[src/rtl/id_operand_stage_if.sv]
`timescale 1ns/1ps
// id_operand_stage_if
// Bundles the decode-side handshake, register-file read port, forwarding
// sources and EX-side handshake of the decode-to-execute operand stage.
//   master : environment (decoder, regfile, EX/MEM/WB, testbench)
//   slave  : id_operand_stage
interface id_operand_stage_if #(
  parameter int BITS       = 32,
  parameter int addr_width = 5,
  parameter int CTRL_BITS  = 16
);
  // decode side
  logic                  dec_valid;
  logic                  dec_ready;
  logic [addr_width-1:0] dec_rs1;
  logic [addr_width-1:0] dec_rs2;
  logic                  dec_use_rs1;
  logic                  dec_use_rs2;
  logic [addr_width-1:0] dec_rd;
  logic                  dec_rd_wen;
  logic                  dec_is_load;
  logic [CTRL_BITS-1:0]  dec_ctrl;
  // register file read port
  logic [addr_width-1:0] rf_a1;
  logic [addr_width-1:0] rf_a2;
  logic [BITS-1:0]       rf_q1;
  logic [BITS-1:0]       rf_q2;
  // forwarding sources
  logic [BITS-1:0]       ex_result;
  logic                  mem_fwd_wen;
  logic [addr_width-1:0] mem_fwd_rd;
  logic [BITS-1:0]       mem_fwd_data;
  logic                  wb_wen;
  logic [addr_width-1:0] wb_rd;
  logic [BITS-1:0]       wb_data;
  // EX side
  logic                  flush;
  logic                  ex_ready;
  logic                  ex_valid;
  logic [BITS-1:0]       ex_rs1_val;
  logic [BITS-1:0]       ex_rs2_val;
  logic [addr_width-1:0] ex_rd;
  logic                  ex_rd_wen;
  logic                  ex_is_load;
  logic [CTRL_BITS-1:0]  ex_ctrl;

  modport master (
    output dec_valid, dec_rs1, dec_rs2, dec_use_rs1, dec_use_rs2, dec_rd,
           dec_rd_wen, dec_is_load, dec_ctrl, rf_q1, rf_q2, ex_result,
           mem_fwd_wen, mem_fwd_rd, mem_fwd_data, wb_wen, wb_rd, wb_data,
           flush, ex_ready,
    input  dec_ready, rf_a1, rf_a2, ex_valid, ex_rs1_val, ex_rs2_val, ex_rd,
           ex_rd_wen, ex_is_load, ex_ctrl
  );

  modport slave (
    input  dec_valid, dec_rs1, dec_rs2, dec_use_rs1, dec_use_rs2, dec_rd,
           dec_rd_wen, dec_is_load, dec_ctrl, rf_q1, rf_q2, ex_result,
           mem_fwd_wen, mem_fwd_rd, mem_fwd_data, wb_wen, wb_rd, wb_data,
           flush, ex_ready,
    output dec_ready, rf_a1, rf_a2, ex_valid, ex_rs1_val, ex_rs2_val, ex_rd,
           ex_rd_wen, ex_is_load, ex_ctrl
  );
endinterface

[src/rtl/id_operand_stage.sv]
`timescale 1ns/1ps
// id_operand_stage
// Decode-to-execute pipeline register. Drives the register file read
// addresses, resolves RAW hazards by forwarding from EX/MEM/WB, inserts a
// one-cycle bubble on load-use, and registers operands plus control into EX
// under a valid/ready handshake with flush.
// Ports:
//   clk   : rising-edge clock
//   reset : asynchronous active-high reset, clears every ex_* output
//   bus   : id_operand_stage_if.slave (decode, regfile, forwarding, EX)
module id_operand_stage #(
  parameter int BITS       = 32,
  parameter int addr_width = 5,
  parameter int CTRL_BITS  = 16
) (
  input logic             clk,
  input logic             reset,
  id_operand_stage_if.slave bus
);

  logic                  ex_valid_r;
  logic [BITS-1:0]       ex_rs1_val_r;
  logic [BITS-1:0]       ex_rs2_val_r;
  logic [addr_width-1:0] ex_rd_r;
  logic                  ex_rd_wen_r;
  logic                  ex_is_load_r;
  logic [CTRL_BITS-1:0]  ex_ctrl_r;

  logic                  ex_fwd_en_s;
  logic                  luse_s;
  logic                  dec_ready_s;
  logic                  accept_s;
  logic [BITS-1:0]       op1_s;
  logic [BITS-1:0]       op2_s;

  // Priority forwarding mux for one source: x0, EX, MEM, WB, then regfile.
  // x0 is caught first, so a producer targeting x0 never gets forwarded.
  function automatic logic [BITS-1:0] resolve_operand(
    input logic [addr_width-1:0] idx,
    input logic [BITS-1:0]       rf_q,
    input logic                  ex_en,
    input logic [addr_width-1:0] ex_rd,
    input logic [BITS-1:0]       ex_res,
    input logic                  mem_en,
    input logic [addr_width-1:0] mem_rd,
    input logic [BITS-1:0]       mem_data,
    input logic                  wb_en,
    input logic [addr_width-1:0] wb_rd,
    input logic [BITS-1:0]       wb_data
  );
    logic [BITS-1:0] val;
    if (idx == {addr_width{1'b0}}) begin
      val = {BITS{1'b0}};
    end else if (ex_en && (ex_rd == idx)) begin
      val = ex_res;
    end else if (mem_en && (mem_rd == idx)) begin
      val = mem_data;
    end else if (wb_en && (wb_rd == idx)) begin
      val = wb_data;
    end else begin
      val = rf_q;
    end
    return val;
  endfunction

  assign bus.rf_a1 = bus.dec_rs1;
  assign bus.rf_a2 = bus.dec_rs2;

  // Hazard detection, handshake and operand resolution.
  always_comb begin
    // A load in EX has no result yet, so it is not an EX forwarding source.
    ex_fwd_en_s = ex_valid_r & ex_rd_wen_r & ~ex_is_load_r;
    luse_s      = ex_valid_r & ex_is_load_r & ex_rd_wen_r &
                  (ex_rd_r != {addr_width{1'b0}}) &
                  ((bus.dec_use_rs1 & (ex_rd_r == bus.dec_rs1)) |
                   (bus.dec_use_rs2 & (ex_rd_r == bus.dec_rs2)));
    dec_ready_s = (~ex_valid_r | bus.ex_ready) & ~luse_s;
    accept_s    = bus.dec_valid & dec_ready_s;
    op1_s = resolve_operand(bus.dec_rs1, bus.rf_q1, ex_fwd_en_s, ex_rd_r,
                            bus.ex_result, bus.mem_fwd_wen, bus.mem_fwd_rd,
                            bus.mem_fwd_data, bus.wb_wen, bus.wb_rd, bus.wb_data);
    op2_s = resolve_operand(bus.dec_rs2, bus.rf_q2, ex_fwd_en_s, ex_rd_r,
                            bus.ex_result, bus.mem_fwd_wen, bus.mem_fwd_rd,
                            bus.mem_fwd_data, bus.wb_wen, bus.wb_rd, bus.wb_data);
  end

  assign bus.dec_ready = dec_ready_s;

  // EX pipeline register: flush beats accept beats drain; otherwise hold.
  // Payload only changes on accept, so held operands are never re-resolved.
  always_ff @(posedge clk or posedge reset) begin
    if (reset) begin
      ex_valid_r   <= 1'b0;
      ex_rs1_val_r <= {BITS{1'b0}};
      ex_rs2_val_r <= {BITS{1'b0}};
      ex_rd_r      <= {addr_width{1'b0}};
      ex_rd_wen_r  <= 1'b0;
      ex_is_load_r <= 1'b0;
      ex_ctrl_r    <= {CTRL_BITS{1'b0}};
    end else if (bus.flush) begin
      ex_valid_r <= 1'b0;
    end else if (accept_s) begin
      ex_valid_r   <= 1'b1;
      ex_rs1_val_r <= op1_s;
      ex_rs2_val_r <= op2_s;
      ex_rd_r      <= bus.dec_rd;
      ex_rd_wen_r  <= bus.dec_rd_wen;
      ex_is_load_r <= bus.dec_is_load;
      ex_ctrl_r    <= bus.dec_ctrl;
    end else if (bus.ex_ready && ex_valid_r) begin
      ex_valid_r <= 1'b0;
    end else begin
      ex_valid_r <= ex_valid_r;
    end
  end

  assign bus.ex_valid   = ex_valid_r;
  assign bus.ex_rs1_val = ex_rs1_val_r;
  assign bus.ex_rs2_val = ex_rs2_val_r;
  assign bus.ex_rd      = ex_rd_r;
  assign bus.ex_rd_wen  = ex_rd_wen_r;
  assign bus.ex_is_load = ex_is_load_r;
  assign bus.ex_ctrl    = ex_ctrl_r;

endmodule
[src/flat_wrapper.sv]
// flat-port wrapper written by rule: the top's interface ports become plain ports
module id_operand_stage_flat 
#(
  parameter int BITS       = 32,
  parameter int addr_width = 5,
  parameter int CTRL_BITS  = 16
)
  (clk, reset, bus_dec_valid, bus_dec_rs1, bus_dec_rs2, bus_dec_use_rs1, bus_dec_use_rs2, bus_dec_rd, bus_dec_rd_wen, bus_dec_is_load, bus_dec_ctrl, bus_rf_q1, bus_rf_q2, bus_ex_result, bus_mem_fwd_wen, bus_mem_fwd_rd, bus_mem_fwd_data, bus_wb_wen, bus_wb_rd, bus_wb_data, bus_flush, bus_ex_ready, bus_dec_ready, bus_rf_a1, bus_rf_a2, bus_ex_valid, bus_ex_rs1_val, bus_ex_rs2_val, bus_ex_rd, bus_ex_rd_wen, bus_ex_is_load, bus_ex_ctrl);
  id_operand_stage_if #(.BITS(BITS), .addr_width(addr_width), .CTRL_BITS(CTRL_BITS)) bus_i ();
  input logic clk;
  input logic reset;
  input wire logic [$bits(bus_i.dec_valid)-1:0] bus_dec_valid;
  input wire logic [$bits(bus_i.dec_rs1)-1:0] bus_dec_rs1;
  input wire logic [$bits(bus_i.dec_rs2)-1:0] bus_dec_rs2;
  input wire logic [$bits(bus_i.dec_use_rs1)-1:0] bus_dec_use_rs1;
  input wire logic [$bits(bus_i.dec_use_rs2)-1:0] bus_dec_use_rs2;
  input wire logic [$bits(bus_i.dec_rd)-1:0] bus_dec_rd;
  input wire logic [$bits(bus_i.dec_rd_wen)-1:0] bus_dec_rd_wen;
  input wire logic [$bits(bus_i.dec_is_load)-1:0] bus_dec_is_load;
  input wire logic [$bits(bus_i.dec_ctrl)-1:0] bus_dec_ctrl;
  input wire logic [$bits(bus_i.rf_q1)-1:0] bus_rf_q1;
  input wire logic [$bits(bus_i.rf_q2)-1:0] bus_rf_q2;
  input wire logic [$bits(bus_i.ex_result)-1:0] bus_ex_result;
  input wire logic [$bits(bus_i.mem_fwd_wen)-1:0] bus_mem_fwd_wen;
  input wire logic [$bits(bus_i.mem_fwd_rd)-1:0] bus_mem_fwd_rd;
  input wire logic [$bits(bus_i.mem_fwd_data)-1:0] bus_mem_fwd_data;
  input wire logic [$bits(bus_i.wb_wen)-1:0] bus_wb_wen;
  input wire logic [$bits(bus_i.wb_rd)-1:0] bus_wb_rd;
  input wire logic [$bits(bus_i.wb_data)-1:0] bus_wb_data;
  input wire logic [$bits(bus_i.flush)-1:0] bus_flush;
  input wire logic [$bits(bus_i.ex_ready)-1:0] bus_ex_ready;
  output wire logic [$bits(bus_i.dec_ready)-1:0] bus_dec_ready;
  output wire logic [$bits(bus_i.rf_a1)-1:0] bus_rf_a1;
  output wire logic [$bits(bus_i.rf_a2)-1:0] bus_rf_a2;
  output wire logic [$bits(bus_i.ex_valid)-1:0] bus_ex_valid;
  output wire logic [$bits(bus_i.ex_rs1_val)-1:0] bus_ex_rs1_val;
  output wire logic [$bits(bus_i.ex_rs2_val)-1:0] bus_ex_rs2_val;
  output wire logic [$bits(bus_i.ex_rd)-1:0] bus_ex_rd;
  output wire logic [$bits(bus_i.ex_rd_wen)-1:0] bus_ex_rd_wen;
  output wire logic [$bits(bus_i.ex_is_load)-1:0] bus_ex_is_load;
  output wire logic [$bits(bus_i.ex_ctrl)-1:0] bus_ex_ctrl;
  assign bus_i.dec_valid = bus_dec_valid;
  assign bus_i.dec_rs1 = bus_dec_rs1;
  assign bus_i.dec_rs2 = bus_dec_rs2;
  assign bus_i.dec_use_rs1 = bus_dec_use_rs1;
  assign bus_i.dec_use_rs2 = bus_dec_use_rs2;
  assign bus_i.dec_rd = bus_dec_rd;
  assign bus_i.dec_rd_wen = bus_dec_rd_wen;
  assign bus_i.dec_is_load = bus_dec_is_load;
  assign bus_i.dec_ctrl = bus_dec_ctrl;
  assign bus_i.rf_q1 = bus_rf_q1;
  assign bus_i.rf_q2 = bus_rf_q2;
  assign bus_i.ex_result = bus_ex_result;
  assign bus_i.mem_fwd_wen = bus_mem_fwd_wen;
  assign bus_i.mem_fwd_rd = bus_mem_fwd_rd;
  assign bus_i.mem_fwd_data = bus_mem_fwd_data;
  assign bus_i.wb_wen = bus_wb_wen;
  assign bus_i.wb_rd = bus_wb_rd;
  assign bus_i.wb_data = bus_wb_data;
  assign bus_i.flush = bus_flush;
  assign bus_i.ex_ready = bus_ex_ready;
  assign bus_dec_ready = bus_i.dec_ready;
  assign bus_rf_a1 = bus_i.rf_a1;
  assign bus_rf_a2 = bus_i.rf_a2;
  assign bus_ex_valid = bus_i.ex_valid;
  assign bus_ex_rs1_val = bus_i.ex_rs1_val;
  assign bus_ex_rs2_val = bus_i.ex_rs2_val;
  assign bus_ex_rd = bus_i.ex_rd;
  assign bus_ex_rd_wen = bus_i.ex_rd_wen;
  assign bus_ex_is_load = bus_i.ex_is_load;
  assign bus_ex_ctrl = bus_i.ex_ctrl;
  id_operand_stage #(.BITS(BITS), .addr_width(addr_width), .CTRL_BITS(CTRL_BITS)) u_core (.clk(clk), .reset(reset), .bus(bus_i));
endmodule
[config.mk]
export PLATFORM = sky130hd
export DESIGN_NAME = id_operand_stage_flat
export DESIGN_NICKNAME = d
export VERILOG_FILES = /design/src/rtl/id_operand_stage_if.sv /design/src/rtl/id_operand_stage.sv /design/src/flat_wrapper.sv
export SDC_FILE = /design/constraint.sdc
export NUM_CORES = 1
export LEC_CHECK = 0
export ABC_AREA = 0
export CELL_PAD_IN_SITES_DETAIL_PLACEMENT = 1
export CELL_PAD_IN_SITES_GLOBAL_PLACEMENT = 1
export CORE_ASPECT_RATIO = 1.25
export CORE_MARGIN = 1.5
export CORE_UTILIZATION = 29
export CTS_BUF_LIST = sky130_fd_sc_hd__clkbuf_2 sky130_fd_sc_hd__clkbuf_4 sky130_fd_sc_hd__clkbuf_8
export CTS_CLUSTER_SIZE = 24
export DETAILED_ROUTE_END_ITERATION = 6
export PLACE_DENSITY = 0.83
export SKIP_LAST_GASP = 1
export SYNTH_ARGS = -nofsm -noshare
export SYNTH_HDL_FRONTEND = slang
export SYNTH_SLANG_ARGS = --single-unit
[constraint.sdc]
create_clock -name clk -period 3.65 [get_ports clk]
set_input_delay 0.5475 -clock clk [delete_from_list [all_inputs] [get_ports clk]]
set_output_delay 0.5475 -clock clk [all_outputs]
set_load 0.02 [all_outputs]
==> flow_summary.toml <==
[critical_path]
endpoint_kind = "output port"
critical-path-slowest-cell = "clkdlybuf4s50_1"
crit_type = "in -> out"
cp_top_family = "buffers and inverters"
reg2reg_slack_ns = 0.90
cp.required_ns = 3.10
critPathMaxStageDelay_ns = 0.62
critPathBufInv = 2
cp_common_cell = "nor2_1"
critPathMaxFanout = 5
cp_cell_sequence = "clkdlybuf4s50_1 > xor2_1 > nor2_1 > a32oi_2 > nor2_1 > nor2_1 > clkdlybuf4s50_1"
critPathLaunchType = "input port"
crit_arrival_ns = 2.58

[logic_synthesis]
synth_area_sq_um = 5574
netlist_instances = 551
syn_area_per_cell_sq_um = 10.12
synth-seq-cells = 88
synth_warnings = 0
seq_area_frac_synth_pct = 39.51
synth_cell_types = 30
synthesis.nets = 763

[timing]
tightest_slew_ns = 0.9362
period_needed_ns = 3.126
relSlewSlack_pct = 37.58
fin_setup_tns_ns = 0
fin_crit_sh_pct = 85.65
clock-skew-final_ns = 0.01317
rsz0062_at_grt = "false"
hold_ws_ns = 0.4984
slew_viol_final = 0
finalSetupViolCount = 0
hold_viol = 0
fmax_ghz = 0.3199

[floorplan]
coreArea_sq_um = 18780
die_w_um = 127.0
initial_core_util_pct = 29.68
dieArea_sq_um = 20070
io_pins = 311
chipHeight_um = 158.0
fp-row-count = 56

[cells_and_area]
final_cells = 1081
multi_input_area_sq_um = 3067
nets = 1055
area_growth_pct = 63.05
final_layout_size_suffix_gt1_share_pct = 6.840
utilization_pct = 48.40
final_cell_mix = "clkdlybuf4s50_1, dfrtp_1, nand2_1"
num-fill-cells = 2090
mostFrequentLayoutCell = "clkdlybuf4s50_1"
regArea_sq_um = 2202

[routing]
wirelength_mm = 22.38
wl_per_cell_um = 20.71
vias = 5534
ant_nets = 0
firstDrtPassIters = 4
drtIter0Drc = 155
drcViolationCount = 0
vias_per_cell = 5.119

[power]
power.density_nw_per_um2 = 357.4
p_leak_nw = 3.773
vdd_ir_drop_max_v = 0.0001861

[clock_tree]
cts_resized = 0
clk_pin_slew_ns = 0.09
cts_buffers = 9
post_cts_buffers = 0
cts_tree = "built"
hold_buffers = 0
clock-root-buffer = "clkbuf_8"
cts_buffer_depth = 2
clock_latency_ns = 0.37
clock-sinks = 88
cts_max_level = 3

[worst_hold_path]
hp-class = "reg -> reg"

[run_status]
status = "finished, final reports clean"

[global_routing]
grt-ovfl-total = 0
antenna_found_initial = 1
grt_pass1_wl_mm = 33.91
grt_max_degree = 90
grt_use_total_pct = 21.95
grt_pass1_vias = 6165

[run]
maxCapViolations = 0

[placement]
hpwl_mm = 16.91
routabilityCongestion = 0.8465
port-buffer-count = 310
place_inst = 1064
[path summary, 6_finish.rpt]
check | from | cells after the start | endpoint
min in group asynchronous | reset | 2 | u_core.bus.ex_rs2_val[31]
worst max-delay path | bus_dec_rs1[3] | 7 | bus_dec_ready
worst min-delay path | u_core.bus.ex_ctrl[7] | 1 | u_core.bus.ex_ctrl[7]
worst min register to register | u_core.bus.ex_ctrl[7] | 1 | u_core.bus.ex_ctrl[7]
worst max register to register | u_core.bus.ex_rd[1] | 6 | u_core.bus.ex_rs2_val[17]
max in group asynchronous | reset | 3 | u_core.bus.ex_rs2_val[30]
[worst register-to-register path, cell delays in order, from the launching register on]
cell and delay, ns:
dfrtp_1 0.46, or4_1 0.54, o2111ai_2 0.26, o21ai_4 0.10, a311oi_4 0.78, buf_4 0.39, a21o_1 0.17
[synth_stat cells, drive strengths merged]
library cell  number  area (sq um)
nor2               7         26.28
a22o              64         560.5
inv                1         3.750
nand2             67         251.5
mux2i             64         640.6
a32oi              1         16.27
a311oi             2         52.55
o21ai             66         341.6
buf               29         226.5
nor4               4         25.02
nand4b             1         8.760
xnor2              4         35.03
and3               4         25.02
a21o              64         480.5
mux2              23         259.0
nand2b             1         6.260
or4                3         22.52
o2111ai            1         15.01
clkbuf            24         90.09
xor2              26         227.7
nor3               4         36.29
dfrtp             88          2202
nor2b              1         6.260
nor3b              2         15.01
[logic make-up after synthesis]
kind of cell | synth area share (%)
multiplexers | 16.14
XOR/XNOR | 4.714
flip-flops | 39.51
AND/OR/NAND/NOR | 7.587
AO/OA/AOI/OAI | 26.31
buffers and inverters | 5.746
[per-stage QoR]
stage	area [sq um]	worst slack (ns)	power [mW]
after CTS	9086	0.5044	3.296
after global routing	9089	0.3972	3.408
after global placement	8899	0.3982	2.575
after detailed placement	8899	0.3019	2.606
after floorplan	5574	0.8239	1.866
final	9089	0.5237	3.248
[registers in the layout (all words and copies together), names as in the netlist]
| signal | count |
|---|---|
| u_core.bus.ex_rs1_val | 32 |
| u_core.bus.ex_ctrl | 16 |
| u_core.bus.ex_rs2_val | 32 |
| u_core.bus.ex_valid | 1 |
| u_core.bus.ex_rd | 5 |
| u_core.bus.ex_rd_wen | 1 |
| u_core.bus.ex_is_load | 1 |
[power breakdown]
group          switching, mW  internal, mW  total, mW  leakage, nW
logic                  0.597         0.733       1.33         2.60
clock network          0.377         0.293      0.670       0.0920
registers              0.111          1.14       1.25         1.08
total                   1.09          2.16       3.25         3.77
[layer usage]
layer | share of wire (%) | wire length, um | vias up | global-route usage (%)
met3 | 6.0 | 1341 | 41 | 5.610
met1 | 39 | 8702 | 2705 | 24.39
li1 | - | - | 2593 | -
met2 | 52 | 11740 | 195 | 40.42
met4 | 2.7 | 603 | 0 | 7.846
met5 | 0 | 0 | - | 0
[final cells by class]
| class | count | share of cell area, % |
|---|---|---|
| Timing Repair Buffer | 334 | 36.67 |
| Tap cell | 232 | 3.194 |
| Clock buffer | 12 | 1.748 |
| Antenna cell | 1 | 0.02753 |
| Sequential cell | 88 | 24.23 |
| Inverter | 1 | 0.06883 |
| Multi-Input combinational cell | 409 | 33.74 |
| Clock inverter | 4 | 0.3166 |
Note: power is estimated with default switching activity, not from simulation.
